[config.mk]
export PLATFORM = sky130hd
export DESIGN_NAME = id_issue_arbiter_flat
export DESIGN_NICKNAME = d
export VERILOG_FILES = /design/src/rtl/id_issue_arbiter_if.sv /design/src/rtl/id_issue_arbiter.sv /design/src/flat_wrapper.sv
export SDC_FILE = /design/constraint.sdc
export NUM_CORES = 1
export LEC_CHECK = 0
export ABC_AREA = 1
export BUFFER_PORTS_ARGS = -buffer_cell sky130_fd_sc_hd__buf_2
export CAP_MARGIN = 20
export CORE_ASPECT_RATIO = 1.75
export CORE_MARGIN = 8
export CORE_UTILIZATION = 55
export CTS_BUF_LIST = sky130_fd_sc_hd__clkbuf_8 sky130_fd_sc_hd__clkbuf_16
export DETAILED_ROUTE_END_ITERATION = 6
export PLACE_DENSITY = 0.89
export SYNTH_ARGS = -nofsm -noshare
export SYNTH_HDL_FRONTEND = slang
export SYNTH_SLANG_ARGS = --single-unit
[constraint.sdc]
create_clock -name clk -period 3.68 [get_ports clk]
set_input_delay 0.368 -clock clk [delete_from_list [all_inputs] [get_ports clk]]
set_output_delay 0.368 -clock clk [all_outputs]
set_load 0.005 [all_outputs]
[src/rtl/id_issue_arbiter_if.sv]
// Request/issue bus of the ID issue arbiter: requester handshakes on one side,
// issued ID strobe and FIFO occupancy on the other.
interface id_issue_arbiter_if #(
    parameter int N_REQ = 4,
    parameter int ID_W  = 4,
    parameter int DEPTH = 4
);
    logic                         issue_en;
    logic [N_REQ-1:0]             req_valid;
    logic [N_REQ*ID_W-1:0]        req_id;
    logic [N_REQ-1:0]             req_ready;
    logic [ID_W-1:0]              id_sel;
    logic                         id_ok;
    logic [$clog2(DEPTH+1)-1:0]   fifo_count;

    // master: the requesters plus the downstream stage; slave: the arbiter
    modport master (
        output issue_en, req_valid, req_id,
        input  req_ready, id_sel, id_ok, fifo_count
    );

    modport slave (
        input  issue_en, req_valid, req_id,
        output req_ready, id_sel, id_ok, fifo_count
    );
endinterface

[src/rtl/id_issue_arbiter.sv]
// Round-robin collector of requester IDs into a small FIFO, issuing one ID per
// id_ok strobe with a programmable idle gap after every issue.
module id_issue_arbiter #(
    parameter int N_REQ = 4,
    parameter int DEPTH = 4,
    parameter int ID_W  = 4,
    parameter int GAP   = 1
) (
    input  logic                 clk,
    input  logic                 resetn,
    id_issue_arbiter_if.slave    bus
);

    localparam int CNT_W = $clog2(DEPTH + 1);
    localparam int PTR_W = $clog2(DEPTH);
    localparam int RR_W  = $clog2(N_REQ);
    localparam int GAP_W = (GAP > 0) ? $clog2(GAP + 1) : 1;

    logic [RR_W-1:0]  rr_ptr_q,     rr_ptr_d;
    logic [PTR_W-1:0] wr_ptr_q,     wr_ptr_d;
    logic [PTR_W-1:0] rd_ptr_q,     rd_ptr_d;
    logic [CNT_W-1:0] fifo_count_q, fifo_count_d;
    logic [GAP_W-1:0] gap_cnt_q,    gap_cnt_d;
    logic [ID_W-1:0]  id_sel_q,     id_sel_d;
    logic             id_ok_q,      id_ok_d;
    logic [ID_W-1:0]  fifo_q [DEPTH];
    logic [ID_W-1:0]  fifo_d [DEPTH];

    logic             grant_vld;
    logic [RR_W-1:0]  grant_idx;
    logic [N_REQ-1:0] grant_oh;
    logic [N_REQ-1:0] req_ready;
    logic             not_full;
    logic             push;
    logic             pop;
    logic [ID_W-1:0]  push_id;
    int               cand;

    // Search for the first valid requester starting at rr_ptr, wrapping mod N_REQ.
    always_comb begin
        grant_vld = 1'b0;
        grant_idx = '0;
        grant_oh  = '0;
        cand      = 0;
        for (int k = 0; k < N_REQ; k++) begin
            cand = int'(rr_ptr_q) + k;
            if (cand >= N_REQ) begin
                cand = cand - N_REQ;
            end
            if (!grant_vld && bus.req_valid[cand]) begin
                grant_vld = 1'b1;
                grant_idx = RR_W'(cand);
            end
        end
        if (grant_vld) begin
            grant_oh[grant_idx] = 1'b1;
        end
    end

    // A full FIFO refuses pushes even when a pop happens in the same cycle.
    assign not_full  = (fifo_count_q < CNT_W'(DEPTH));
    assign req_ready = grant_oh & {N_REQ{not_full & resetn}};
    assign push      = |(bus.req_valid & req_ready);
    assign push_id   = bus.req_id[grant_idx*ID_W +: ID_W];
    assign pop       = (fifo_count_q != '0) && bus.issue_en && (gap_cnt_q == '0);

    always_comb begin
        rr_ptr_d     = rr_ptr_q;
        wr_ptr_d     = wr_ptr_q;
        rd_ptr_d     = rd_ptr_q;
        fifo_count_d = fifo_count_q;
        gap_cnt_d    = gap_cnt_q;
        id_sel_d     = id_sel_q;
        id_ok_d      = 1'b0;
        fifo_d       = fifo_q;

        if (push) begin
            fifo_d[wr_ptr_q] = push_id;
            wr_ptr_d         = wr_ptr_q + PTR_W'(1);
            rr_ptr_d         = (grant_idx == RR_W'(N_REQ - 1)) ? '0 : grant_idx + RR_W'(1);
        end

        // The gap counter only runs down while no issue takes place.
        if (pop) begin
            id_sel_d  = fifo_q[rd_ptr_q];
            id_ok_d   = 1'b1;
            rd_ptr_d  = rd_ptr_q + PTR_W'(1);
            gap_cnt_d = GAP_W'(GAP);
        end else if (gap_cnt_q != '0) begin
            gap_cnt_d = gap_cnt_q - GAP_W'(1);
        end

        case ({push, pop})
            2'b10:   fifo_count_d = fifo_count_q + CNT_W'(1);
            2'b01:   fifo_count_d = fifo_count_q - CNT_W'(1);
            default: fifo_count_d = fifo_count_q;
        endcase
    end

    always_ff @(posedge clk) begin
        if (!resetn) begin
            rr_ptr_q     <= '0;
            wr_ptr_q     <= '0;
            rd_ptr_q     <= '0;
            fifo_count_q <= '0;
            gap_cnt_q    <= '0;
            id_sel_q     <= '0;
            id_ok_q      <= 1'b0;
        end else begin
            rr_ptr_q     <= rr_ptr_d;
            wr_ptr_q     <= wr_ptr_d;
            rd_ptr_q     <= rd_ptr_d;
            fifo_count_q <= fifo_count_d;
            gap_cnt_q    <= gap_cnt_d;
            id_sel_q     <= id_sel_d;
            id_ok_q      <= id_ok_d;
        end
    end

    // Storage needs no reset: occupancy and pointers decide what is live.
    always_ff @(posedge clk) begin
        fifo_q <= fifo_d;
    end

    assign bus.req_ready  = req_ready;
    assign bus.id_sel     = id_sel_q;
    assign bus.id_ok      = id_ok_q;
    assign bus.fifo_count = fifo_count_q;

    a_ready_onehot: assert property (@(posedge clk) $onehot0(req_ready));

    generate
        if (GAP > 0) begin : g_gap_chk
            a_no_back_to_back: assert property (@(posedge clk) disable iff (!resetn)
                id_ok_q |=> !id_ok_q);
        end
    endgenerate

endmodule
[src/flat_wrapper.sv]
// flat-port wrapper written by rule: the top's interface ports become plain ports
module id_issue_arbiter_flat 
#(
    parameter int N_REQ = 4,
    parameter int DEPTH = 4,
    parameter int ID_W  = 4,
    parameter int GAP   = 1
)
  (clk, resetn, bus_issue_en, bus_req_valid, bus_req_id, bus_req_ready, bus_id_sel, bus_id_ok, bus_fifo_count);
  id_issue_arbiter_if #(.N_REQ(N_REQ), .ID_W(ID_W), .DEPTH(DEPTH)) bus_i ();
  input  logic clk;
  input  logic resetn;
  input wire logic [$bits(bus_i.issue_en)-1:0] bus_issue_en;
  input wire logic [$bits(bus_i.req_valid)-1:0] bus_req_valid;
  input wire logic [$bits(bus_i.req_id)-1:0] bus_req_id;
  output wire logic [$bits(bus_i.req_ready)-1:0] bus_req_ready;
  output wire logic [$bits(bus_i.id_sel)-1:0] bus_id_sel;
  output wire logic [$bits(bus_i.id_ok)-1:0] bus_id_ok;
  output wire logic [$bits(bus_i.fifo_count)-1:0] bus_fifo_count;
  assign bus_i.issue_en = bus_issue_en;
  assign bus_i.req_valid = bus_req_valid;
  assign bus_i.req_id = bus_req_id;
  assign bus_req_ready = bus_i.req_ready;
  assign bus_id_sel = bus_i.id_sel;
  assign bus_id_ok = bus_i.id_ok;
  assign bus_fifo_count = bus_i.fifo_count;
  id_issue_arbiter #(.N_REQ(N_REQ), .DEPTH(DEPTH), .ID_W(ID_W), .GAP(GAP)) u_core (.clk(clk), .resetn(resetn), .bus(bus_i));
endmodule
Word level (Yosys, flattened, before mapping)
Cells that the tools add are included.
Widths: inputs -> output; s select.
Storage, ports and cells
  word-level logic and storage cells: 99
  register bits after elaboration: 31
Operators by class
  bitwise logic cells: 6
  equal/unequal tests: 3
  shift operators: 1
  $lt $le $gt $ge: 14
  reductions and logical operators: 13
  $add $sub $neg: 13
  multiplexer cells: 38
Operators by type and width (number)
  $lt 32x4->1 const B: 4
  $mux 32: 4
  $ge 32x4->1 const B: 3
  $sub 32x4->32 const B: 3
  $bwmux 16: 1
  $mux 1: 16
  $mux 4: 4
  $shiftx 16x5->4: 1
  $mux 2: 5
  $and 4x4->4: 2
  $bmux 1 s2: 4
  $bmux 4 s2: 1
  $demux 4 s2: 1
  $logic_and 1x1->1: 7
  $add 2x1->2 const B: 3
  $add 2x2->3 const B: 2
  $ge 3x3->1 const B: 2
  $not 2->3: 2
  $pmux 3 s2: 1
  $eq 2x2->1 const B: 2
  $reduce_or 4->1: 1
  $sub 2x3->4 const B: 1
  $add 2x1->3 const B: 1
  $add 3x1->3 const B: 1
  14 further kinds: 16

Depth between registers and ports, before layout
Gate-level depths: netlist of the first run.
  depth after elaboration: 25
  depth in mapped cells: 22
  mapped depth without buffers: 21

Least setup slack after synthesis of the first run
No wires, ideal clock.
  kind: reg-to-reg
  start point: register u_core.rr_ptr_q[0]
  end point: register u_core.fifo_count_q[2] (netlist: u_core.bus.fifo_count[2])
  period minus slack after synthesis: 2.837 ns
  setup slack: 0.843 ns
  required time: 3.622 ns
  cell stages (with the launch flop): 22
  arrival time: 2.779 ns
  library setup time: 0.058 ns
  cell sequence: dfxtp_1 > inv_2 > buf_6 > nand2_2 > nand2_2 > nand2_2 > nand2_2 > nor2_4 > nand3_4 > nand3_2 > inv_1 > ha_1 > nand4_2 > nand3_4 > inv_1 > ha_1 > inv_1 > fa_1 > a21oi_1 > o21ai_0 > a21oi_1 > o21a_1
Between the ends
  cells in the longest elaborated chain, start to end: 25
  elaborated cells between the ends (all ways): 54
Ends and longest elaborated chain
  from (decl): RTL line id_issue_arbiter.sv:19  | logic [RR_W-1:0] rr_ptr_q, rr_ptr_d;
  from (signal assigned): RTL line id_issue_arbiter.sv:110  | rr_ptr_q <= rr_ptr_d;
  parallel branches: the longest is 19 deep, another holds $sub 32x4->32
  $mux 4 (*): RTL line id_issue_arbiter.sv:55  | if (grant_vld) begin
  $and 4x4->4 (*): RTL line id_issue_arbiter.sv:62  | assign req_ready = grant_oh & {N_REQ{not_full & resetn}};
  $and 4x4->4 (*): RTL line id_issue_arbiter.sv:63  | assign push = |(bus.req_valid & req_ready);
  $reduce_or 4->1 (*): RTL line id_issue_arbiter.sv:63
  $eq 2x1->1 or $eq 2x2->1 (tied branches): RTL line id_issue_arbiter.sv:93  | case ({push, pop})
  $pmux 3 s2 or $reduce_bool 2->1 (tied branches)
  to (signal assigned): RTL line id_issue_arbiter.sv:113  | fifo_count_q <= fifo_count_d;
  to (decl): RTL line id_issue_arbiter.sv:22  | logic [CNT_W-1:0] fifo_count_q, fifo_count_d;
Mark *: on every way between the ends. The select of a mux whose other input is x is not followed.
A chain may end at the register's enable or synchronous reset.

Worst setup path after layout of the first run
Ends and elaborated chain as after synthesis.

==> results.sh, run 1 <==
export IMPL_worstPathArrival_ns=3.48
export IMPL_ys_flop_type="edfxtp_1"
export IMPL_clkSinkCount=30
export IMPL_min_period_ns=3.243
export IMPL_netlist_area_um2=1828
export IMPL_avgViaCountPerCell=5.160
export IMPL_p_int_mw=1.048
export IMPL_total_leakage_power_nw=1.079
export IMPL_synthArstFlopShare=0
export IMPL_die_x_um=59.58
export IMPL_max_slew_worst_pin_slew_ns=0.3383
export IMPL_endpoint_kind="register"
export IMPL_grt_overflow_total=0
export IMPL_synthTopCellsByArea="edfxtp_1 (26%), dfxtp_1 (15%), nand2_1 (12%)"
export IMPL_finalHoldViolations=0
export IMPL_pwr_share_clk=0.174
export IMPL_ys_ff_latch=30
export IMPL_cts_clk_slew_worst_paths_ns=0.06
export IMPL_synth_seq_area_share=0.4162
export IMPL_critPathRequiredTime_ns=3.92
export IMPL_placement_io_buffers=34
export IMPL_drcViolationCount=0
export IMPL_setup_viol=0
export IMPL_fin_area_um2=2140
export IMPL_rsz0062_at_grt="no"
export IMPL_fmax_mhz=308.4
export IMPL_r2r_cells=20
export IMPL_dieArea_um2=5497
export IMPL_clock_tree_root_cell="clkbuf_8"
export IMPL_comb_power_share=0.507
export IMPL_clkLatencyLatePin_ns=0.29
export IMPL_sw_frac_of_total=0.4413
export IMPL_track_usage=0.1623
export IMPL_drtIter0Drc=34
export IMPL_power_density_nw_per_um2=876.7
export IMPL_critical_path_peak_fanout=13
export IMPL_wl_per_cell_um=12.68
export IMPL_maxCapViolCount=0
export IMPL_tns_ns=0
export IMPL_path_delay_family="simple AND/OR/NAND/NOR gates"
export IMPL_syn2layout_area_growth_pct=17.04
export IMPL_holdCritStartpoint="resetn"
export IMPL_reg2reg_from="u_core.rr_ptr_q[0]"
export IMPL_cp_slowest_cell="dfxtp_2"
export IMPL_wirelength_um=4045
export IMPL_ctsResizeCount=0
export IMPL_synth_cells=238
export IMPL_cts_tree="built"
export IMPL_finalClockSkew_ns=0.002985
export IMPL_nFillCells=297
export IMPL_p_seq_frac=0.319
export IMPL_outcome="complete, no violations"
export IMPL_avgSynthCellArea_um2=7.681
export IMPL_cts_hold_buffers=0
export IMPL_num_rows=27
export IMPL_r2r_end="u_core.bus.fifo_count[2]"
export IMPL_cp_start_kind="register"
export IMPL_start_util=0.5756
export IMPL_report_final_slew_viol_count=0
export IMPL_yosys_area_top_type="edfxtp_1"
export IMPL_die_y_um=92.27
export IMPL_clockBufferDepth=2
export IMPL_placed_area_um2=2029
export IMPL_synth_warnings=0
export IMPL_vdd_drop_max_v=0.0005166
export IMPL_cts_buffers=5
export IMPL_yosysTopAreaCellShare=0.2628
export IMPL_drive_gt1_frac=0.2246
export IMPL_path_common_cell="nand2_1"
export IMPL_slowest_delay_ns=0.47
export IMPL_reg2reg_slack_ns=0.44
export IMPL_dp_hpwl_um=3286
export IMPL_ys_top_cells_by_count="nand2_1 (59), inv_1 (34), nor2_1 (31), o21ai_0 (18), edfxtp_1 (16)"
export IMPL_yosysMostFrequentCell="nand2_1"
export IMPL_core_area_um2=3176
export IMPL_crit_chain="inv_2, nand2_1, nand2_1, nand2_1, nand2_1, nor2_4, nand3_4, nand3_2, inv_1, ha_1, nand4_2, nand3_4, inv_1, ha_1, inv_1, fa_1, a21oi_1, o21ai_0, a21oi_1, o21a_1"
export IMPL_ant_nets=0
export IMPL_grt_pass1_wl_um=6768
export IMPL_first_global_vias=1675
export IMPL_min_path_cells=3
export IMPL_slew_headroom=0.7737
export IMPL_post_cts_buffers=0
export IMPL_crit_buf_inv=4
export IMPL_drt_first_pass_iters=4
export IMPL_num_antenna_cells=0
export IMPL_finalCritPeriodShare=0.8812
export IMPL_final_nets=305
export IMPL_hp_class="primary input to register"
export IMPL_antenna_found_initial=0
export IMPL_grt_max_degree=14
export IMPL_yosysUniqueCellTypes=29
export IMPL_synth_edf_count=16
export IMPL_gp_congestion=0.9166
export IMPL_critPathKind="register to register"
export IMPL_min_to="u_core.wr_ptr_q[0]"
export IMPL_p_sw_mw=0.8277
export IMPL_syn_num_nets=268
export IMPL_via_count=1646
export IMPL_io_pins=35
export IMPL_cts_max_level=2
[cell families after synthesis]
logic type / after synthesis / share of synthesized area
simple gates: 124 / 0.3272
buf+inv: 42 / 0.09377
compound gates: 35 / 0.1109
flops: 30 / 0.4162
fa+ha+maj: 7 / 0.05202
[stage by stage]
| step | power [mW] | setup WS, ns | util | cells | hold slack, ns |
|---|---|---|---|---|---|
| 5_1_grt | 2.038 | 0.03554 | 0.6738 | 319 | 0.4253 |
| 3_3_place_gp | 1.519 | 0.4062 | 0.6391 | 311 | 0.4895 |
| 2_1_floorplan | 1.312 | 0.8430 | - | 238 | 0.4701 |
| 3_5_place_dp | 1.547 | 0.2938 | 0.6391 | 311 | 0.4827 |
| 4_1_cts | 1.872 | 0.2618 | 0.6734 | 319 | 0.4073 |
| 6_report | 1.876 | 0.4373 | 0.6738 | 319 | 0.4074 |
[power groups by stage]
stage | clock network, mW | registers, mW | logic, mW
floorplan | 0 | 0.579 | 0.732
global placement | 0 | 0.601 | 0.918
detailed placement | 0 | 0.603 | 0.944
CTS | 0.327 | 0.597 | 0.948
global route | 0.342 | 0.610 | 1.09
finish | 0.325 | 0.598 | 0.952
[area by class of cell]
| cell class | instances | area [um^2] | share of cell area |
|---|---|---|---|
| clock inverter | 3 | 40.04 | 0.01871 |
| timing repair buffer | 35 | 177.7 | 0.08304 |
| clock buffer | 5 | 68.82 | 0.03216 |
| tap | 43 | 53.80 | 0.02515 |
| sequential | 30 | 762.0 | 0.3561 |
| inverter | 37 | 141.4 | 0.06608 |
| multi-input combinational | 166 | 895.9 | 0.4187 |
[how the worst max path moves through the flow]
stage / end / start / slack (ns) / cells after the start
after floorplan: u_core.bus.fifo_count[2] / u_core.rr_ptr_q[0] / 0.84 / 21
after global placement: u_core.bus.fifo_count[2] / u_core.rr_ptr_q[0] / 0.41 / 20
after detailed placement: u_core.bus.fifo_count[2] / u_core.rr_ptr_q[0] / 0.29 / 20
after CTS: u_core.bus.fifo_count[2] / u_core.rr_ptr_q[0] / 0.26 / 20
after global routing: u_core.bus.fifo_count[2] / u_core.rr_ptr_q[0] / 0.04 / 20
final: u_core.bus.fifo_count[2] / u_core.rr_ptr_q[0] / 0.44 / 20
[layout by cell type (no fill, tap or decap)]
master     count
inv_4          1
nand2_4        2
a21boi_2       1
a21oi_1        6
clkbuf_8       5
nand4_1        5
clkinv_2       2
a31oi_1        4
o21ai_0       18
nor3_1         3
o21a_1         1
fa_1           1
nand3_2        2
inv_1         34
bufinv_16      1
nand3_1        9
nor2_1        31
nor2_4         1
inv_2          2
or2_0          4
o211ai_1       4
o21ai_2        1
dfxtp_2        1
nand2_1       59
dfxtp_1       13
nand3_4        3
nand4_2        1
buf_4          1
edfxtp_1      16
buf_2         34
ha_1           6
nand2_2        4
[per-layer routing]
metal / GRT usage / vias to the layer above / wire length [um]
met5: 0 / - / 0
met4: 0.1102 / 0 / 112
met3: 0.04476 / 9 / 207
met2: 0.3216 / 36 / 2390
met1: 0.1207 / 761 / 1335
li1: - / 840 / -
[worst min-delay path: stages]
cell and delay (ns):
buf_2 0.17, nand2_1 0.08, nor2_1 0.03
[state kept, by name (all words and copies together), names as in the netlist]
name,count
u_core.bus.fifo_count,3
u_core.bus.id_sel,4
u_core.fifo_q,16
u_core.gap_cnt_q,1
u_core.rd_ptr_q,2
u_core.rr_ptr_q,2
u_core.wr_ptr_q,2
No activity file was read; power rests on OpenSTA's default activity.
==> inputs of run 2 (changes only) <==
--- a/config.mk
+++ b/config.mk
@@ -5,15 +5,15 @@
 export SDC_FILE = /design/constraint.sdc
 export NUM_CORES = 1
 export LEC_CHECK = 0
-export ABC_AREA = 1
+export ABC_AREA = 0
 export BUFFER_PORTS_ARGS = -buffer_cell sky130_fd_sc_hd__buf_2
 export CAP_MARGIN = 20
 export CORE_ASPECT_RATIO = 1.75
 export CORE_MARGIN = 8
-export CORE_UTILIZATION = 55
+export CORE_UTILIZATION = 53
 export CTS_BUF_LIST = sky130_fd_sc_hd__clkbuf_8 sky130_fd_sc_hd__clkbuf_16
 export DETAILED_ROUTE_END_ITERATION = 6
-export PLACE_DENSITY = 0.89
+export PLACE_DENSITY = 0.88
 export SYNTH_ARGS = -nofsm -noshare
 export SYNTH_HDL_FRONTEND = slang
 export SYNTH_SLANG_ARGS = --single-unit
==> run 2 against run 1 <==
Against the previous run: routed wire length fell by 13%; first-iteration DRC count fell by 53%; via count fell by 28%; final area fell by 8.2%; sequential share of layout area rose by 3.1 points; hold slack improved by 0.067 ns; synthesized cell count fell by 41%; critical path type unchanged.
==> results.sh, run 2 <==
export IMPL_cts_max_level=2
export IMPL_dp_hpwl_um=2781
export IMPL_seqCellArea_um2=760.7
export IMPL_top_layer="met4"
export IMPL_die_y_um=89.37
export IMPL_setup_viol=0
export IMPL_synthTopCellsByArea="edfxtp_1 (29%), dfxtp_1 (17%), mux2i_1 (10%)"
export IMPL_yosysUniqueCellTypes=45
export IMPL_finalCritPeriodShare=0.9214
export IMPL_final_nets=209
export IMPL_met3RoutedLength_um=119
export IMPL_fin_cells=208
export IMPL_vdd_drop_max_v=0.0004599
export IMPL_largest_register="u_core.fifo_q"
export IMPL_drive_gt1_frac=0.3111
export IMPL_critical_path_peak_fanout=6
export IMPL_max_slew_worst_pin_slew_ns=0.4285
export IMPL_critPathRequiredTime_ns=3.88
export IMPL_gp_congestion=0.7884
export IMPL_drtIter0Drc=16
export IMPL_synth_warnings=0
export IMPL_syn_num_nets=171
export IMPL_maxCapViolCount=0
export IMPL_dr_wl_met2_um=2010
export IMPL_num_antenna_cells=0
export IMPL_cp_slowest_cell="dfxtp_1"
export IMPL_holdCritStartpoint="resetn"
export IMPL_clkSinkCount=30
export IMPL_worstPathArrival_ns=3.59
export IMPL_grt_max_degree=21
export IMPL_outcome="complete, no violations"
export IMPL_cp_start_kind="register"
export IMPL_dpl_worst_slack_ns=0.1724
export IMPL_first_global_vias=1205
export IMPL_dieArea_um2=5177
export IMPL_yosys_area_top_type="edfxtp_1"
export IMPL_finalClockSkew_ns=0.005078
export IMPL_die_x_um=57.93
export IMPL_wirelength_um=3500
export IMPL_layout_commonest_cell="buf_2"
export IMPL_avgViaCountPerCell=5.697
export IMPL_clkLatencyLatePin_ns=0.28
export IMPL_hp_class="primary input to register"
export IMPL_slew_headroom=0.7143
export IMPL_rsz0062_at_grt="no"
export IMPL_io_pins=35
export IMPL_endpoint_kind="register"
export IMPL_start_util=0.5568
export IMPL_track_usage=0.1459
export IMPL_whs_ns=0.4739
export IMPL_tns_ns=0
export IMPL_total_leakage_power_nw=0.8023
export IMPL_grt_pass1_wl_um=5595
export IMPL_antenna_found_initial=0
export IMPL_syn2layout_area_growth_pct=20.49
export IMPL_largest_register_ffs=16
export IMPL_drcViolationCount=0
export IMPL_avgSynthCellArea_um2=11.56
export IMPL_report_final_slew_viol_count=0
export IMPL_synthArstFlopShare=0
export IMPL_core_area_um2=2928
export IMPL_ctsResizeCount=0
export IMPL_ys_ff_latch=30
export IMPL_drt_first_pass_iters=4
export IMPL_yosysTopAreaCellShare=0.2947
export IMPL_reg2reg_from="u_core.rr_ptr_q[1]"
export IMPL_via_count=1185
export IMPL_power_density_nw_per_um2=738.1
export IMPL_synth_seq_area_share=0.4666
export IMPL_synth_edf_count=16
export IMPL_synth_cells=141
export IMPL_cts_hold_buffers=0
export IMPL_num_rows=26
export IMPL_mostFrequentLayoutCells="buf_2 (34), mux2i_1 (17), edfxtp_1 (16)"
export IMPL_ys_top_cells_by_count="mux2i_1 (17), edfxtp_1 (16), dfxtp_1 (14), and2_1 (9)"
export IMPL_clock_tree_root_cell="clkbuf_8"
export IMPL_min_period_ns=3.391
export IMPL_placed_cells=200
export IMPL_placement_io_buffers=34
export IMPL_finalHoldViolations=0
export IMPL_ant_nets=0
export IMPL_wl_per_cell_um=16.83
export IMPL_cts_tree="built"
export IMPL_cts_buffers=5
export IMPL_ys_flop_type="edfxtp_1"
export IMPL_multi_input_area_um2=813.3
export IMPL_clockBufferDepth=2
export IMPL_yosysMostFrequentCell="mux2i_1"
export IMPL_crit_chain="nand2_1, a211oi_4, nor2_1, ha_1, a221o_1, nor2_1, a21oi_1, inv_1, ha_1, inv_1, fa_1, xor2_1, or3_1, a21boi_0"
export IMPL_timing_final_ws_setup_ns=0.2894
export IMPL_netlist_area_um2=1630
export IMPL_critPathKind="register to register"
export IMPL_final_util=0.6709
export IMPL_post_cts_buffers=0
export IMPL_fmax_mhz=294.9
export IMPL_cts_clk_slew_worst_paths_ns=0.06
export IMPL_grt_overflow_total=0
export IMPL_nFillCells=221
export IMPL_slowest_delay_ns=0.47
export IMPL_cp_startpoint="u_core.rr_ptr_q[1]"
export IMPL_drt_met1_wl_um=1254
[run 2: layer usage]
| metal | up-vias | GRT usage |
|---|---|---|
| met5 | - | 0 |
| met4 | 0 | 0.1076 |
| met2 | 31 | 0.2663 |
| met3 | 8 | 0.03890 |
| li1 | 581 | - |
| met1 | 565 | 0.1345 |
[run 2: area by class of cell]
class / count / area share
timing repair buffer: 37 / 0.09809
sequential: 30 / 0.3873
clock inverter: 3 / 0.03248
inverter: 8 / 0.01529
clock buffer: 5 / 0.03503
multi-input combinational: 97 / 0.4140
tap: 28 / 0.01783
[run 2: path summary, 6_finish.rpt]
check / depth (start not counted) / to / slack, ns
max reg2reg: 14 / u_core.bus.fifo_count[2] / 0.29
max: 14 / u_core.bus.fifo_count[2] / 0.29
min: 2 / u_core.rr_ptr_q[0] / 0.47
min reg2reg: 2 / u_core.bus.id_sel[1] / 0.51
[run 2: through the flow]
stage | cell area (um^2) | total power [mW]
after floorplan | 1630 | 0.9161
after global placement | 1824 | 1.031
after detailed placement | 1824 | 1.068
after CTS | 1957 | 1.460
after global routing | 1964 | 1.543
final | 1964 | 1.450
[run 2: critical path: cells and delay by family (launching register included)]
kind                     cells  cell delay [ns]
adder cells (fa/ha/maj)      3             0.77
XOR/XNOR                     1             0.17
flip-flops                   1             0.47
AND/OR/NAND/NOR              4             0.72
AO/OA/AOI/OAI                4             1.04
buffers and inverters        2             0.16
[run 2: power breakdown]
group	internal, mW	switching, mW	total (mW)
registers	0.468	0.0716	0.540
logic	0.257	0.263	0.521
clock network	0.268	0.122	0.389
total	0.993	0.456	1.45
[run 2: logic make-up after synthesis]
family	Yosys count	synth area share
buffers and inverters	14	0.03914
xor gates and xnor gates	4	0.02149
muxes	22	0.1665
AOI/OAI and AO/OA	14	0.07061
and+or+nand+nor	50	0.1773
DFF	30	0.4666
adders and majority gates	7	0.05833
==> inputs of run 3 (changes only) <==
--- a/config.mk
+++ b/config.mk
@@ -12,8 +12,10 @@
 export CORE_MARGIN = 8
 export CORE_UTILIZATION = 53
 export CTS_BUF_LIST = sky130_fd_sc_hd__clkbuf_8 sky130_fd_sc_hd__clkbuf_16
+export CTS_CLUSTER_SIZE = 25
 export DETAILED_ROUTE_END_ITERATION = 6
 export PLACE_DENSITY = 0.88
+export RECOVER_POWER = 25
 export SYNTH_ARGS = -nofsm -noshare
 export SYNTH_HDL_FRONTEND = slang
 export SYNTH_SLANG_ARGS = --single-unit
==> run 3 against run 2 <==
Against the previous run: clock power about the same; critical path type unchanged; count of clock-buffer cells in the layout unchanged; non-clock buffer count did not move; maximum frequency shrank 0.17%; largest cell class unchanged; via count rose by 0.17%; cell count unchanged; sequential power is essentially flat; register-to-register slack hardly changed; die area stayed put; first-iteration DRC count decreased by 13%.
==> results.sh, run 3 (synthesis gave the netlist of run 2 again) <==
export IMPL_outcome="complete, no violations"
export IMPL_start_util=0.5568
export IMPL_final_nets=209
export IMPL_via_count=1187
export IMPL_maxCapViolCount=0
export IMPL_drt_first_pass_iters=4
export IMPL_nFillCells=224
export IMPL_antenna_found_initial=0
export IMPL_drcViolationCount=0
export IMPL_largest_register="u_core.fifo_q"
export IMPL_track_usage=0.1459
export IMPL_pwr_share_clk=0.271
export IMPL_endpoint_kind="register"
export IMPL_cts_tree="built"
export IMPL_io_pins=35
export IMPL_grt_overflow_total=0
export IMPL_tns_ns=0
export IMPL_reg2reg_slack_ns=0.28
export IMPL_rsz0062_at_grt="no"
export IMPL_syn2layout_area_growth_pct=20.11
export IMPL_min_to="u_core.rr_ptr_q[0]"
export IMPL_reg2reg_from="u_core.rr_ptr_q[1]"
export IMPL_avgViaCountPerCell=5.707
export IMPL_layout_commonest_cell="buf_2"
export IMPL_cts_hold_buffers=0
export IMPL_placement_io_buffers=34
export IMPL_max_slew_worst_pin_slew_ns=0.4688
export IMPL_slew_headroom=0.6875
export IMPL_fin_area_um2=1958
export IMPL_hp_class="primary input to register"
export IMPL_report_final_slew_viol_count=0
export IMPL_num_antenna_cells=0
export IMPL_first_global_vias=1205
export IMPL_clkSinkCount=30
export IMPL_p_int_mw=0.9880
export IMPL_fmax_mhz=294.4
export IMPL_cts_max_level=2
export IMPL_die_x_um=57.93
export IMPL_grt_pass1_wl_um=5595
export IMPL_num_rows=26
export IMPL_sw_frac_of_total=0.3168
export IMPL_power_density_nw_per_um2=738.6
export IMPL_r2r_end="u_core.bus.fifo_count[2]"
export IMPL_holdCritStartpoint="resetn"
export IMPL_dieArea_um2=5177
export IMPL_dp_hpwl_um=2781
export IMPL_die_y_um=89.37
export IMPL_p_sw_mw=0.4582
export IMPL_finalClockSkew_ns=0.006003
export IMPL_clkLatencyLatePin_ns=0.28
export IMPL_core_area_um2=2928
export IMPL_min_period_ns=3.396
export IMPL_finalCritPeriodShare=0.9229
export IMPL_worstPathArrival_ns=3.59
export IMPL_largest_register_ffs=16
export IMPL_fin_cells=208
export IMPL_cts_clk_slew_worst_paths_ns=0.06
export IMPL_ctsResizeCount=0
export IMPL_comb_power_share=0.355
export IMPL_seqCellArea_um2=760.7
export IMPL_wl_per_cell_um=16.88
export IMPL_multi_input_area_um2=813.3
export IMPL_final_util=0.6688
export IMPL_r2r_cells=14
export IMPL_grt_max_degree=21
export IMPL_clockBufferDepth=2
export IMPL_clock_tree_root_cell="clkbuf_8"
export IMPL_critical_path_peak_fanout=6
export IMPL_placed_area_um2=1824
export IMPL_mostFrequentLayoutCells="buf_2 (32), mux2i_1 (17), edfxtp_1 (16)"
export IMPL_setup_viol=0
export IMPL_cts_buffers=5
export IMPL_p_seq_frac=0.374
export IMPL_cp_start_kind="register"
export IMPL_drtIter0Drc=14
export IMPL_vdd_drop_max_v=0.0004598
export IMPL_finalHoldViolations=0
export IMPL_drive_gt1_frac=0.2944
export IMPL_critPathRequiredTime_ns=3.88
export IMPL_critPathKind="register to register"
export IMPL_ant_nets=0
export IMPL_whs_ns=0.4732
export IMPL_total_leakage_power_nw=0.7879
export IMPL_gp_congestion=0.7884
export IMPL_wirelength_um=3510
export IMPL_min_path_cells=2
export IMPL_placed_cells=200
export IMPL_post_cts_buffers=0
## run 3: worst max-delay path, stage by stage, from the launching register on
cell,delay (ns)
dfxtp_1,0.46
nand2_1,0.13
a211oi_4,0.32
nor2_1,0.12
ha_1,0.21
a221o_1,0.38
nor2_1,0.17
a21oi_1,0.15
inv_1,0.10
ha_1,0.18
inv_1,0.06
fa_1,0.38
xor2_1,0.17
or3_1,0.30
a21boi_0,0.18
## run 3: stage by stage
stage,worst slack (ns),power (mW)
4_1_cts,0.2819,1.460
6_report,0.2838,1.446
3_5_place_dp,0.1724,1.068
3_3_place_gp,0.3886,1.031
5_1_grt,0.01801,1.537
2_1_floorplan,0.4872,0.9161
## run 3: worst max-delay path by stage
stage | cells after the start | start | slack [ns] | end
3_3_place_gp | 15 | bus_req_valid[2] | 0.39 | u_core.bus.fifo_count[2]
4_1_cts | 14 | u_core.rr_ptr_q[1] | 0.28 | u_core.bus.fifo_count[2]
5_1_grt | 14 | u_core.rr_ptr_q[1] | 0.02 | u_core.bus.fifo_count[2]
2_1_floorplan | 14 | bus_req_valid[2] | 0.49 | u_core.bus.fifo_count[2]
3_5_place_dp | 15 | bus_req_valid[2] | 0.17 | u_core.bus.fifo_count[2]
6_report | 14 | u_core.rr_ptr_q[1] | 0.28 | u_core.bus.fifo_count[2]
## run 3: per-layer routing
layer,track usage,vias to the layer above,share of wire
met5,0,-,0
met4,0.1076,0,0.033
met3,0.03890,8,0.039
met2,0.2663,33,0.57
met1,0.1345,566,0.35
li1,-,580,-
## run 3: cell type report
cell class,instances,share of cell area
multi-input cells,97,0.4153
flip-flops and latches,30,0.3885
repair buffers,37,0.09521
clock buffers,5,0.03514
clock inverters,3,0.03259
well taps,28,0.01789
inverters,8,0.01534
## run 3: power groups by stage
stage	Sequential, mW	Clock, mW	Combinational (mW)
2_1_floorplan	0.518	0	0.398
3_3_place_gp	0.537	0	0.493
3_5_place_dp	0.548	0	0.520
4_1_cts	0.542	0.395	0.523
5_1_grt	0.553	0.409	0.575
6_report	0.541	0.391	0.514
